$ cat src/rtl/sram_axi_rd_arb.sv
// Read arbiter between the instruction and data SRAM-style ports onto one AXI read channel.
// One AR is in flight on the bus at a time. Data is preferred over inst when both can issue.
// R beats are routed back by rid[0], and each requester's outstanding reads are counted.
module sram_axi_rd_arb #(
  parameter int unsigned OUTS_MAX = 4
) (
  input  logic        clk,
  input  logic        resetn,
  input  logic        inst_req,
  input  logic [31:0] inst_addr,
  input  logic [1:0]  inst_size,
  output logic        inst_addr_ok,
  output logic        inst_data_ok,
  output logic [31:0] inst_rdata,
  input  logic        data_req,
  input  logic [31:0] data_addr,
  input  logic [1:0]  data_size,
  output logic        data_addr_ok,
  output logic        data_data_ok,
  output logic [31:0] data_rdata,
  output logic [3:0]  arid,
  output logic [31:0] araddr,
  output logic [2:0]  arsize,
  output logic [7:0]  arlen,
  output logic        arvalid,
  input  logic        arready,
  input  logic [3:0]  rid,
  input  logic [31:0] rdata,
  input  logic        rvalid,
  output logic        rready,
  output logic        busy,
  output logic        err_unexp
);

  localparam int unsigned CNT_W  = 3;
  localparam int unsigned ADDR_W = 32;
  localparam int unsigned ID_W   = 4;
  localparam int unsigned SIZE_W = 3;

  typedef enum logic {AR_IDLE, AR_SEND} ar_state_t;

  ar_state_t           state_q, state_d;
  logic [CNT_W-1:0]    inst_cnt_q, inst_cnt_d;
  logic [CNT_W-1:0]    data_cnt_q, data_cnt_d;
  logic [ADDR_W-1:0]   ar_addr_q;
  logic [SIZE_W-1:0]   ar_size_q;
  logic [ID_W-1:0]     ar_id_q;
  logic                err_q;

  logic inst_elig, data_elig;
  logic inst_grant, data_grant;
  logic r_fire, inst_beat, data_beat;
  logic inst_dec, data_dec;
  logic rid_unused;

  // Requester eligibility: a pending request with room left in its outstanding budget
  assign data_elig = data_req && (data_cnt_q < CNT_W'(OUTS_MAX));
  assign inst_elig = inst_req && (inst_cnt_q < CNT_W'(OUTS_MAX));

  // R channel is always accepted outside reset; the beat is routed by rid[0]
  assign rready     = resetn;
  assign r_fire     = rvalid && rready;
  assign inst_beat  = r_fire && !rid[0];
  assign data_beat  = r_fire &&  rid[0];
  assign rid_unused = ^rid[3:1];

  // Decrement only when something is outstanding; a stray beat never wraps the counter
  assign inst_dec = inst_beat && (inst_cnt_q != '0);
  assign data_dec = data_beat && (data_cnt_q != '0);

  // AR FSM next state and grant decode
  always_comb begin
    state_d    = state_q;
    inst_grant = 1'b0;
    data_grant = 1'b0;
    case (state_q)
      AR_IDLE: begin
        if (resetn) begin
          if (data_elig) begin
            data_grant = 1'b1;
            state_d    = AR_SEND;
          end else if (inst_elig) begin
            inst_grant = 1'b1;
            state_d    = AR_SEND;
          end
        end
      end
      AR_SEND: begin
        if (arready) state_d = AR_IDLE;
      end
      default: state_d = AR_IDLE;
    endcase
  end

  // Outstanding-read counters: a grant and a beat in the same cycle cancel out
  always_comb begin
    inst_cnt_d = inst_cnt_q;
    data_cnt_d = data_cnt_q;
    case ({inst_grant, inst_dec})
      2'b10:   inst_cnt_d = inst_cnt_q + CNT_W'(1);
      2'b01:   inst_cnt_d = inst_cnt_q - CNT_W'(1);
      default: inst_cnt_d = inst_cnt_q;
    endcase
    case ({data_grant, data_dec})
      2'b10:   data_cnt_d = data_cnt_q + CNT_W'(1);
      2'b01:   data_cnt_d = data_cnt_q - CNT_W'(1);
      default: data_cnt_d = data_cnt_q;
    endcase
  end

  // State, counters, latched AR fields and sticky error register
  always_ff @(posedge clk) begin
    if (!resetn) begin
      state_q    <= AR_IDLE;
      inst_cnt_q <= '0;
      data_cnt_q <= '0;
      ar_addr_q  <= '0;
      ar_size_q  <= '0;
      ar_id_q    <= '0;
      err_q      <= 1'b0;
    end else begin
      state_q    <= state_d;
      inst_cnt_q <= inst_cnt_d;
      data_cnt_q <= data_cnt_d;
      if (data_grant) begin
        ar_addr_q <= data_addr;
        ar_size_q <= {1'b0, data_size};
        ar_id_q   <= ID_W'(1);
      end else if (inst_grant) begin
        ar_addr_q <= inst_addr;
        ar_size_q <= {1'b0, inst_size};
        ar_id_q   <= ID_W'(0);
      end
      if ((inst_beat && (inst_cnt_q == '0)) || (data_beat && (data_cnt_q == '0)))
        err_q <= 1'b1;
    end
  end

  assign inst_addr_ok = inst_grant;
  assign data_addr_ok = data_grant;
  assign inst_data_ok = inst_beat;
  assign data_data_ok = data_beat;
  assign inst_rdata   = rdata;
  assign data_rdata   = rdata;

  assign arvalid   = resetn && (state_q == AR_SEND);
  assign araddr    = ar_addr_q;
  assign arsize    = ar_size_q;
  assign arid      = ar_id_q;
  assign arlen     = 8'd0;
  assign busy      = (state_q == AR_SEND) || (inst_cnt_q != '0) || (data_cnt_q != '0);
  assign err_unexp = err_q;

endmodule

$ cat config.mk
export PLATFORM = sky130hd
export DESIGN_NAME = sram_axi_rd_arb
export DESIGN_NICKNAME = d
export VERILOG_FILES = /design/src/rtl/sram_axi_rd_arb.sv
export SDC_FILE = /design/constraint.sdc
export NUM_CORES = 1
export LEC_CHECK = 0
export ABC_AREA = 0
export CORE_MARGIN = 2
export CORE_UTILIZATION = 30
export CTS_BUF_LIST = sky130_fd_sc_hd__clkbuf_8
export DETAILED_ROUTE_END_ITERATION = 8
export MAX_ROUTING_LAYER = met4
export PLACE_DENSITY = 0.73
export SLEW_MARGIN = 30
export SYNTH_ARGS = -nofsm -noshare
export SYNTH_HDL_FRONTEND = slang
export SYNTH_SLANG_ARGS = --single-unit
$ cat constraint.sdc
create_clock -name clk -period 4.8 [get_ports clk]
set_clock_uncertainty 0.2 [all_clocks]
set_input_delay 0.48 -clock clk [delete_from_list [all_inputs] [get_ports clk]]
set_output_delay 0.48 -clock clk [all_outputs]
set_load 0.02 [all_outputs]
======== Yosys cells after proc, flatten, opt, wreduce, memory -nomap -nowiden ========
Index checks and enable logic that the tools add are counted.
word-level totals
  register bits after elaboration ......... 43
  bits in latches ......................... 0
  memory bits (writable) .................. 0
  ROM bits ................................ 0
  logic and storage cells ................. 57
  memories ................................ 0
cells by class
  add/subtract/negate cells ............... 4
  $mul .................................... 0
  divide/modulo/power cells ............... 0
  $lt $le $gt $ge ......................... 2
  eq/ne operators ......................... 4
  shifts and indexed selects .............. 0
  muxes and demuxes ....................... 18
  bitwise operators ....................... 1
  reduce and logical (&&, ||, !) cells .... 21
operator list
  cell                   number
  $mux W32               2
  $pmux W3 S2            2
  $mux W1                11
  $logic_and A1 B1 Y1    10
  $add A3 B1 Y3 const B  2
  $logic_not A3 Y1       2
  $lt A3 B3 Y1 const B   2
  $reduce_bool A2 Y1     3
  $reduce_bool A3 Y1     2
  $sub A3 B1 Y3 const B  2
  $eq A2 B1 Y1 const B   2
  $eq A2 B2 Y1 const B   2
  $mux W2                2
  $logic_or A1 B1 Y1     3
  $pmux W1 S2            1
  $logic_not A1 Y1       1
  $not A1 Y1             1

======== Longest topological paths before layout ========
Gate-level depths: netlist of run 1.
  depth in word-level cells ............... 8
  gate-level depth with buffers ........... 10

======== Worst setup path before layout of run 1 ========
OpenSTA, ideal clock, no wires.
  kind .................................... input port to flip-flop
  from .................................... in resetn
  to ...................................... reg data_cnt_q[2]
  setup time .............................. 0.076 ns
  arrival time ............................ 2.310 ns
  path slack .............................. 2.215 ns
  stages .................................. 9
  path through ............................ clkbuf_8 > and3_1 > nor2b_1 > ha_1 > inv_1 > fa_1 > xor2_1 > or3_2 > a21boi_0
between the ends
  longest elaborated chain between the ends .. 5
  elaborated cells between the ends (all ways) .. 9
  those cells by class .................... 2 x eq/ne; 3 x mux; 4 x reduce/logical
RTL lines
  what                                               line  RTL
  start: declaration                                 8     input logic resetn,
  $logic_and A1 B1 Y1 (*)                            62    assign r_fire = rvalid && rready;
  $logic_and A1 B1 Y1 (*)                            64    assign data_beat = r_fire && rid[0];
  named net data_data_ok                             19    output logic data_data_ok,
  $logic_and A1 B1 Y1 (*)                            69    assign data_dec = data_beat && (data_cnt_q != '0);
  $eq A2 B1 Y1 or $eq A2 B2 Y1 (tied branches)       104   case ({data_grant, data_dec})
  $pmux W3 S2 or $reduce_bool A2 Y1 (tied branches)  --
  end signal: assignment                             124   data_cnt_q <= data_cnt_d;
  end: declaration                                   44    logic [CNT_W-1:0] data_cnt_q, data_cnt_d;
Mark *: on every way through the listed nets, which the timed path passes. The rest lies on a longest branch.
A chain may end at the register's enable or synchronous reset.

======== Final worst setup path of run 1 ========
  from .................................... in resetn
  to ...................................... out inst_addr_ok
between the ends
  longest elaborated chain between the ends .. 2
RTL lines
  what              line  RTL
  $mux W1           78    if (resetn) begin
  $mux W1           76    case (state_q)
  end: declaration  12    output logic inst_addr_ok,
No other way between the ends.

==> results.tsv, run 1 <==
metric	value	unit
first-pass iteration count of the detailed router	6	
site row count	36	
IO Count	229	
sequential cell area	860.8	um^2
Synth async-reset ratio	0	%
vias per cell	4.892	
commonest non-fill, non-tap cell in the layout	clkdlybuf4s50_1	
via count	2490	
Post-CTS Setup Bufs	0	
fin crit share	68.78	%
Area growth syn-to-layout	25.44	%
MaxCap Viol Count	0	
Final setup viols	0	
Worst Setup EP	inst_addr_ok	
Synth Area per Inst	8.968	um^2
die area	0.01099	mm^2
Clock Latency Late Sink	290	ps
Starting Density	31.05	%
WP data arrival	2620	ps
Num CTS Buffers	5	
largest net degree at the start of global routing	70	
cts repair resizes	0	
Nets	489	
Slew Viols, Final	0	
final hold vios	0	
die height	104.8	um
first-pass GRT wire length	11.81	mm
post-DR wirelength/cell	14.36	um
f_max	302.9	MHz
path depth of the worst reg2reg path	9	
Pwr Density	267.0	mW/mm^2
number of synthesized register bits	43	
clock-pin slew on the worst setup and hold paths	90	ps
worst hold-check path type	reg2reg	
total track usage	13.18	%
crit path kind	in2out	
area of the multi-input gates	0.001426	mm^2
setup slack, reg-to-reg	2070	ps
crit path launch type	input pin	
fin util	38.95	%
crit end category	primary output	
CORE AREA	0.009819	mm^2
sequential-to-total area share from yosys stat	28.23	%
total negative slack	0	ps
Crit Path Max Fanout	45	
routed wire length	7.310	mm
RSZ-0062 raised after global routing	false	
ratio of cells with drive above 1 in the final layout	7.979	%
# DRC	0	
top_reg_cell synth	dfxtp_1	
count of different cell masters after synthesis	35	
Congestion Overflow GR	0	
Mapped Area	0.003049	mm^2
CTS sink cnt	43	
CTS H-tree lvls	2	
data required time of the worst path	4120	ps
Post-CTS Hold Buffers	0	
Critical-path top delay cell	clkdlybuf4s50_1	
EDFF count, synth	0	
CP max stage delay	600	ps
HPWL Detailed	5.185	mm
CTS root buf	clkbuf_8	
commonest non-fill, non-tap cells in the layout	clkdlybuf4s50_1, dfxtp_1, nand3_1, mux2i_1, nand4_1	
Die X	104.8	um
critical path, cell by cell	buf_2, buf_4, and2b_2, nand3_1, inv_1, clkdlybuf4s50_1	
DRT antenna net count	0	
VDD IR max	119.3	uV
port bufs	117	
gp weighted congestion	0.7584	
YS warnings	0	
Slew HR	36.54	%
status	finished, final reports clean	
Worst-Margin Slew	951.9	ps
Cells after Synth	340	
DRT iter0 DRCs	97	
Leak Pwr	0.001420	uW
fill count	1005	
antenna violations before repair	0	
Critical Path Start	resetn	
Final Critical Period	3302	ps
Clock Path Buffers	2	
number of global-route vias before repair	2393	
CTS tree	yes	
Antenna diodes	0	
RR Endpoint	data_cnt_q[2]	
Crit Reg-Reg Startpoint	state_q	
[power breakdown]
part / switching (uW) / internal (uW)
logic: 149 / 158
clock network: 133 / 169
registers: 23.0 / 390
total: 305 / 716
[through the flow]
step	hold slack, ps	power [uW]	cells	setup slack (ps)	instance area [um^2]
after floorplan	280.9	669.2	351	2215	3090
after CTS	296.9	1035	509	1510	3825
final	287.3	1021	509	1498	3825
after detailed placement	276.9	729.8	501	1492	3707
after global routing	318.9	1070	509	1371	3825
after global placement	246.1	719.1	500	1542	3680
[how the worst min path moves through the flow]
stage,startpoint,to,slack [ps],cells past startpoint
6_report,err_unexp,err_unexp,290,2
4_1_cts,err_unexp,err_unexp,300,2
5_1_grt,err_unexp,err_unexp,320,2
2_1_floorplan,data_cnt_q[2],data_cnt_q[2],280,2
3_5_place_dp,err_unexp,err_unexp,280,2
3_3_place_gp,err_unexp,err_unexp,250,2
[kinds of logic after synthesis]
group / after synthesis / share of synthesized area (%)
AO/OA/AOI/OAI: 45 / 12.72
AND/OR/NAND/NOR: 95 / 17.56
buffers and inverters: 113 / 26.59
XOR/XNOR: 4 / 1.149
multiplexers: 35 / 11.49
other: 1 / 0.1230
flip-flops: 43 / 28.23
adder cells (fa/ha/maj): 4 / 2.134
[layout make-up]
type / count / share of cell area (%)
well taps: 133 / 4.351
repair buffers: 122 / 31.99
clock buffers: 6 / 2.159
clock inverters: 2 / 0.9159
inverters: 8 / 0.7851
flip-flops and latches: 43 / 22.51
multi-input cells: 195 / 37.29
[worst max-delay path, delay by kind of cell]
kind                   cells  cell delay [ps]
buffers and inverters      4             1700
and+or+nand+nor            2              400
[cell usage after synthesis (2+ instances only)]
library cell | count | area share (%)
nor2_1 | 2 | 0.25
a21boi_0 | 2 | 0.49
buf_2 | 7 | 1.1
nand2b_1 | 2 | 0.41
mux2i_1 | 35 | 11
nand4_1 | 34 | 7.0
nor2b_1 | 2 | 0.41
o211ai_1 | 24 | 5.9
xnor2_1 | 2 | 0.57
ha_1 | 2 | 0.82
o211ai_2 | 10 | 4.1
and2_1 | 5 | 1.0
inv_1 | 8 | 0.98
o21ai_0 | 5 | 0.82
buf_8 | 3 | 1.5
nand2_1 | 6 | 0.74
nor3_1 | 3 | 0.49
buf_6 | 6 | 2.2
o21a_1 | 2 | 0.49
clkbuf_1 | 11 | 1.4
nand3_1 | 35 | 5.7
dfxtp_1 | 43 | 28
fa_1 | 2 | 1.3
xor2_1 | 2 | 0.57
buf_4 | 77 | 19
[flip-flops by register name, indices dropped and copies added (netlist names)]
name / cells
state_q: 1
err_unexp: 1
arid: 1
arsize: 2
inst_cnt_q: 3
data_cnt_q: 3
araddr: 32
[layer usage]
layer / GRT usage [%] / wire [um]
met5: - / 0
met4: 3.810 / 114
met3: 5.053 / 685
met2: 22.45 / 3557
met1: 14.28 / 2952
(Power assumes the default switching activity.)
==> inputs of run 2 (changes only) <==
==> constraint.sdc (replaced) <==
create_clock -name clk -period 3.45 [get_ports clk]
set_clock_uncertainty 0.2 [all_clocks]
set_input_delay 0.345 -clock clk [delete_from_list [all_inputs] [get_ports clk]]
set_output_delay 0.345 -clock clk [all_outputs]
set_load 0.02 [all_outputs]
==> run 2 against run 1 <==
Clock power rose by 18%. Sequential cell count stayed put. Cell count grew 0.20%. Sequential power rose by 39%. Die area unchanged. Core utilization decreased by 0.18 points. Sequential share of layout area grew 0.10 points. Register-to-register slack worse by 990 ps. Hold slack got worse by 60 ps. Clock-buffer cell count is 1 higher.
==> results.tsv, run 2 (same netlist as run 1, synthesis figures left out) <==
metric	value	unit
crit end category	flop	
routed wire length	7.420	mm
Final Critical Period	2582	ps
Clock Latency Late Sink	290	ps
Pwr Density	357.0	mW/mm^2
wire length on met1	3.050	mm
cts repair resizes	0	
status	finished, final reports clean	
Met3 Routed Length	609	um
vias per cell	4.906	
Hold Crit Depth	3	
commonest non-fill, non-tap cells in the layout	clkdlybuf4s50_1, dfxtp_1, nand3_1, mux2i_1, nand4_1	
Final setup viols	0	
VDD IR max	148.2	uV
CTS tree	yes	
Starting Density	31.05	%
Leak Pwr	0.001416	uW
Top Family by Delay on Critical Path	simple AND/OR/NAND/NOR gates	
clock-pin slew on the worst setup and hold paths	90	ps
Critical-path top delay cell	clkdlybuf4s50_1	
total track usage	13.52	%
CTS H-tree lvls	2	
Clock Path Buffers	2	
cell total after placement	502	
Slew Viols, Final	0	
final std cells w/o fill	510	
CP max stage delay	540	ps
worst hold slack	227.5	ps
WHS Endpoint	err_unexp	
critical path, cell by cell	clkdlybuf4s50_1, and3_1, nor2b_1, ha_1, inv_1, fa_1, xor2_1, or3_2, a21boi_0	
Area growth syn-to-layout	24.87	%
CORE AREA	0.009819	mm^2
commonest non-fill, non-tap cell in the layout	clkdlybuf4s50_1	
MaxCap Viol Count	0	
Post-CTS Hold Buffers	0	
die height	104.8	um
site row count	36	
port bufs	117	
WP data arrival	2590	ps
Num CTS Buffers	5	
fin crit share	74.84	%
fill count	1019	
Slew HR	38.90	%
Antenna diodes	0	
HPWL Detailed	5.327	mm
IO Count	229	
Crit Path Max Fanout	4	
crit path kind	in2reg	
max FFs per register	32	
DRT antenna net count	0	
crit path launch type	input pin	
antenna violations before repair	0	
HP Start	resetn	
final hold vios	0	
first-pass iteration count of the detailed router	4	
ratio of cells with drive above 1 in the final layout	7.958	%
first-pass GRT wire length	12.13	mm
Post-CTS Setup Bufs	0	
CP bufs+invs	2	
Congestion Overflow GR	0	
data required time of the worst path	3460	ps
CTS sink cnt	43	
worst hold-check path type	in2reg	
f_max	387.3	MHz
WL met2	3.646	mm
max layer used	met4	
total negative slack	0	ps
placed inst area	0.003707	mm^2
Nets	490	
largest net degree at the start of global routing	70	
CTS root buf	clkbuf_8	
# DRC	0	
Worst-Margin Slew	916.5	ps
path depth of the worst reg2reg path	8	
die area	0.01099	mm^2
DRT iter0 DRCs	90	
post-DR wirelength/cell	14.55	um
Die X	104.8	um
RR Endpoint	data_cnt_q[2]	
via count	2502	
number of global-route vias before repair	2403	
Crit Reg-Reg Startpoint	data_cnt_q[2]	
gp weighted congestion	0.8064	
RSZ-0062 raised after global routing	false	
final instance area	0.003807	mm^2
setup slack, reg-to-reg	1080	ps
run 2: changes by cell type in the layout (fill, tap and decap cells not counted), sizes merged:
cell    delta
buf        +1
clkbuf     +1
clkinv     -1
bufinv     -1
inv        +1
run 2: worst min-delay path: cells and delay by family:
kind                   cells  cell delay (ps)
AOI/OAI and AO/OA          1               90
and+or+nand+nor            1              110
buffers and inverters      1              130
run 2: where the power goes:
part / total [uW] / leakage (uW) / internal [uW] / switching (uW)
Sequential: 575 / 0.000355 / 542 / 33.1
Combinational: 427 / 0.00101 / 218 / 208
Clock: 357 / 0.0000557 / 180 / 177
run 2: worst max-delay path by stage:
stage                      start             to  depth (start not counted)
after floorplan           resetn  data_cnt_q[2]                          9
after global placement    rid[0]  data_cnt_q[2]                          9
after detailed placement  rid[0]  data_cnt_q[2]                          9
after CTS                 rid[0]  data_cnt_q[2]                          9
after global routing      rid[0]  data_cnt_q[2]                          9
final                     rid[0]  data_cnt_q[2]                          9
run 2: final cells by class:
type	count	area [um^2]	share of cell area, %
Multi-Input combinational cell	195	1426	37.46
Timing Repair Buffer	123	1224	32.14
Sequential cell	43	860.8	22.61
Tap cell	133	166.4	4.371
Clock buffer	7	96.34	2.530
Inverter	8	30.03	0.7887
Clock inverter	1	3.754	0.09859
run 2: metrics by stage:
step / util (%) / setup slack, ps / total power, uW
after CTS: 38.77 / 875.5 / 1387
after floorplan: - / 999.8 / 931.1
after global placement: 37.75 / 679.8 / 1005
after detailed placement: 37.75 / 550.8 / 1016
final: 38.77 / 867.9 / 1359
after global routing: 38.77 / 748.6 / 1433
run 2: metal layers:
metal / vias to the layer above / GRT usage (%)
met5: - / -
met4: 0 / 4.095
met3: 16 / 4.429
met2: 101 / 23.10
met1: 1186 / 14.96
li1: 1199 / -
==> inputs of run 3 (changes only) <==
==> constraint.sdc (replaced) <==
create_clock -name clk -period 2.55 [get_ports clk]
set_clock_uncertainty 0.2 [all_clocks]
set_input_delay 0.255 -clock clk [delete_from_list [all_inputs] [get_ports clk]]
set_output_delay 0.255 -clock clk [all_outputs]
set_load 0.02 [all_outputs]
==> run 3 against run 2 <==
Combinational power up 36%. Clock power grew 23%. First-iteration DRC count is 11% higher.
==> results.tsv, run 3 (same netlist as run 1, synthesis figures left out) <==
metric	value	unit
commonest non-fill, non-tap cells in the layout	clkdlybuf4s50_1, dfxtp_1, nand3_1, mux2i_1, nand4_1	
cts repair resizes	0	
Crit Path Max Fanout	2	
# DRC	0	
Top Family by Delay on Critical Path	simple AND/OR/NAND/NOR gates	
vias per cell	4.940	
CP max stage delay	480	ps
total track usage	13.61	%
critical path, cell by cell	clkdlybuf4s50_1, and3_1, nor2b_1, ha_1, inv_1, fa_1, xor2_1, or3_2, a21boi_0	
port bufs	117	
Die X	104.8	um
Final setup viols	0	
HPWL Detailed	5.265	mm
Antenna diodes	0	
first-pass iteration count of the detailed router	4	
Switching Fraction	30.80	%
Starting Density	31.05	%
f_max	425.8	MHz
die area	0.01099	mm^2
Slew HR	37.52	%
final std cells w/o fill	515	
Area growth syn-to-layout	25.52	%
Pint	1244	uW
ratio of cells with drive above 1 in the final layout	9.424	%
worst hold-check path type	in2reg	
Post-CTS Hold Buffers	0	
fin crit share	92.10	%
part of the power in registers	43.3	%
CTS sink cnt	43	
routed wire length	7.338	mm
Gate power share	32.3	%
crit end category	flop	
Post-CTS Setup Bufs	0	
IO Count	229	
Psw	553.9	uW
Critical-path top delay cell	clkdlybuf4s50_1	
Num CTS Buffers	5	
Clk pwr share	24.4	%
Pwr Density	469.8	mW/mm^2
data required time of the worst path	2560	ps
total negative slack	0	ps
post-DR wirelength/cell	14.25	um
Hold Crit Depth	2	
site row count	36	
antenna violations before repair	0	
die height	104.8	um
WP data arrival	2360	ps
RSZ-0062 raised after global routing	false	
cell count along the critical path	9	
commonest non-fill, non-tap cell in the layout	clkdlybuf4s50_1	
DRT iter0 DRCs	100	
final hold vios	0	
crit path launch type	input pin	
worst hold slack	63.97	ps
CORE AREA	0.009819	mm^2
clock-pin slew on the worst setup and hold paths	80	ps
Worst-Margin Slew	937.2	ps
Clock Latency Late Sink	290	ps
crit path kind	in2reg	
Congestion Overflow GR	0	
MaxCap Viol Count	0	
number of global-route vias before repair	2535	
DRT antenna net count	0	
Leak Pwr	0.001431	uW
max FFs per register	32	
via count	2544	
CTS H-tree lvls	2	
CTS root buf	clkbuf_8	
first-pass GRT wire length	12.23	mm
CP bufs+invs	2	
path depth of the worst reg2reg path	8	
VDD IR max	169.0	uV
CTS tree	yes	
status	finished, final reports clean	
Clock Path Buffers	2	
Final Critical Period	2349	ps
largest net degree at the start of global routing	70	
Slew Viols, Final	0	
Nets	496	
cell total after placement	508	
gp weighted congestion	0.7883	
-- run 3: worst register-to-register path, delay by kind of cell (launching register included) --
| family | cells | cell delay, ps |
|---|---|---|
| xor gates and xnor gates | 1 | 160 |
| buffers and inverters | 1 | 60 |
| and+or+nand+nor | 3 | 680 |
| DFF | 1 | 400 |
| adders and majority gates | 2 | 540 |
| AOI/OAI and AO/OA | 1 | 170 |
-- run 3: power groups by stage --
stage | Clock (uW) | Sequential, uW | Combinational (uW)
6_report | 440 | 778 | 581
2_1_floorplan | 0 | 857 | 402
4_1_cts | 470 | 778 | 587
3_5_place_dp | 0 | 792 | 586
3_3_place_gp | 0 | 790 | 572
5_1_grt | 488 | 786 | 623
-- run 3: layout make-up --
class / count / area, um^2
fillers: 981 / 5992
well taps: 133 / 166.4
flip-flops and latches: 43 / 860.8
clock inverters: 1 / 5.005
multi-input cells: 195 / 1426
inverters: 8 / 30.03
clock buffers: 6 / 82.58
repair buffers: 129 / 1256
-- run 3: worst paths after layout --
kind | to | startpoint | slack (ps)
setup / recovery | data_cnt_q[2] | rid[0] | 200
hold / removal | state_q | resetn | 60
setup reg to reg | data_cnt_q[2] | data_cnt_q[2] | 260
hold reg to reg | err_unexp | err_unexp | 290
-- run 3: layer usage --
| layer | part of all wire (%) | track usage (%) |
|---|---|---|
| met5 | 0 | - |
| met4 | 1.5 | 4.762 |
| met3 | 9.5 | 4.741 |
| met2 | 49 | 22.73 |
| met1 | 40 | 15.08 |
-- run 3: through the flow --
stage / power, uW / worst slack, ps / utilization, % / area (um^2)
after floorplan: 1260 / 189.8 / - / 3090
after global placement: 1362 / -34.89 / 38.09 / 3740
after detailed placement: 1378 / -112.8 / 38.09 / 3740
after CTS: 1836 / 205.7 / 38.98 / 3827
after global routing: 1898 / 101.5 / 38.98 / 3827
final: 1798 / 201.5 / 38.98 / 3827
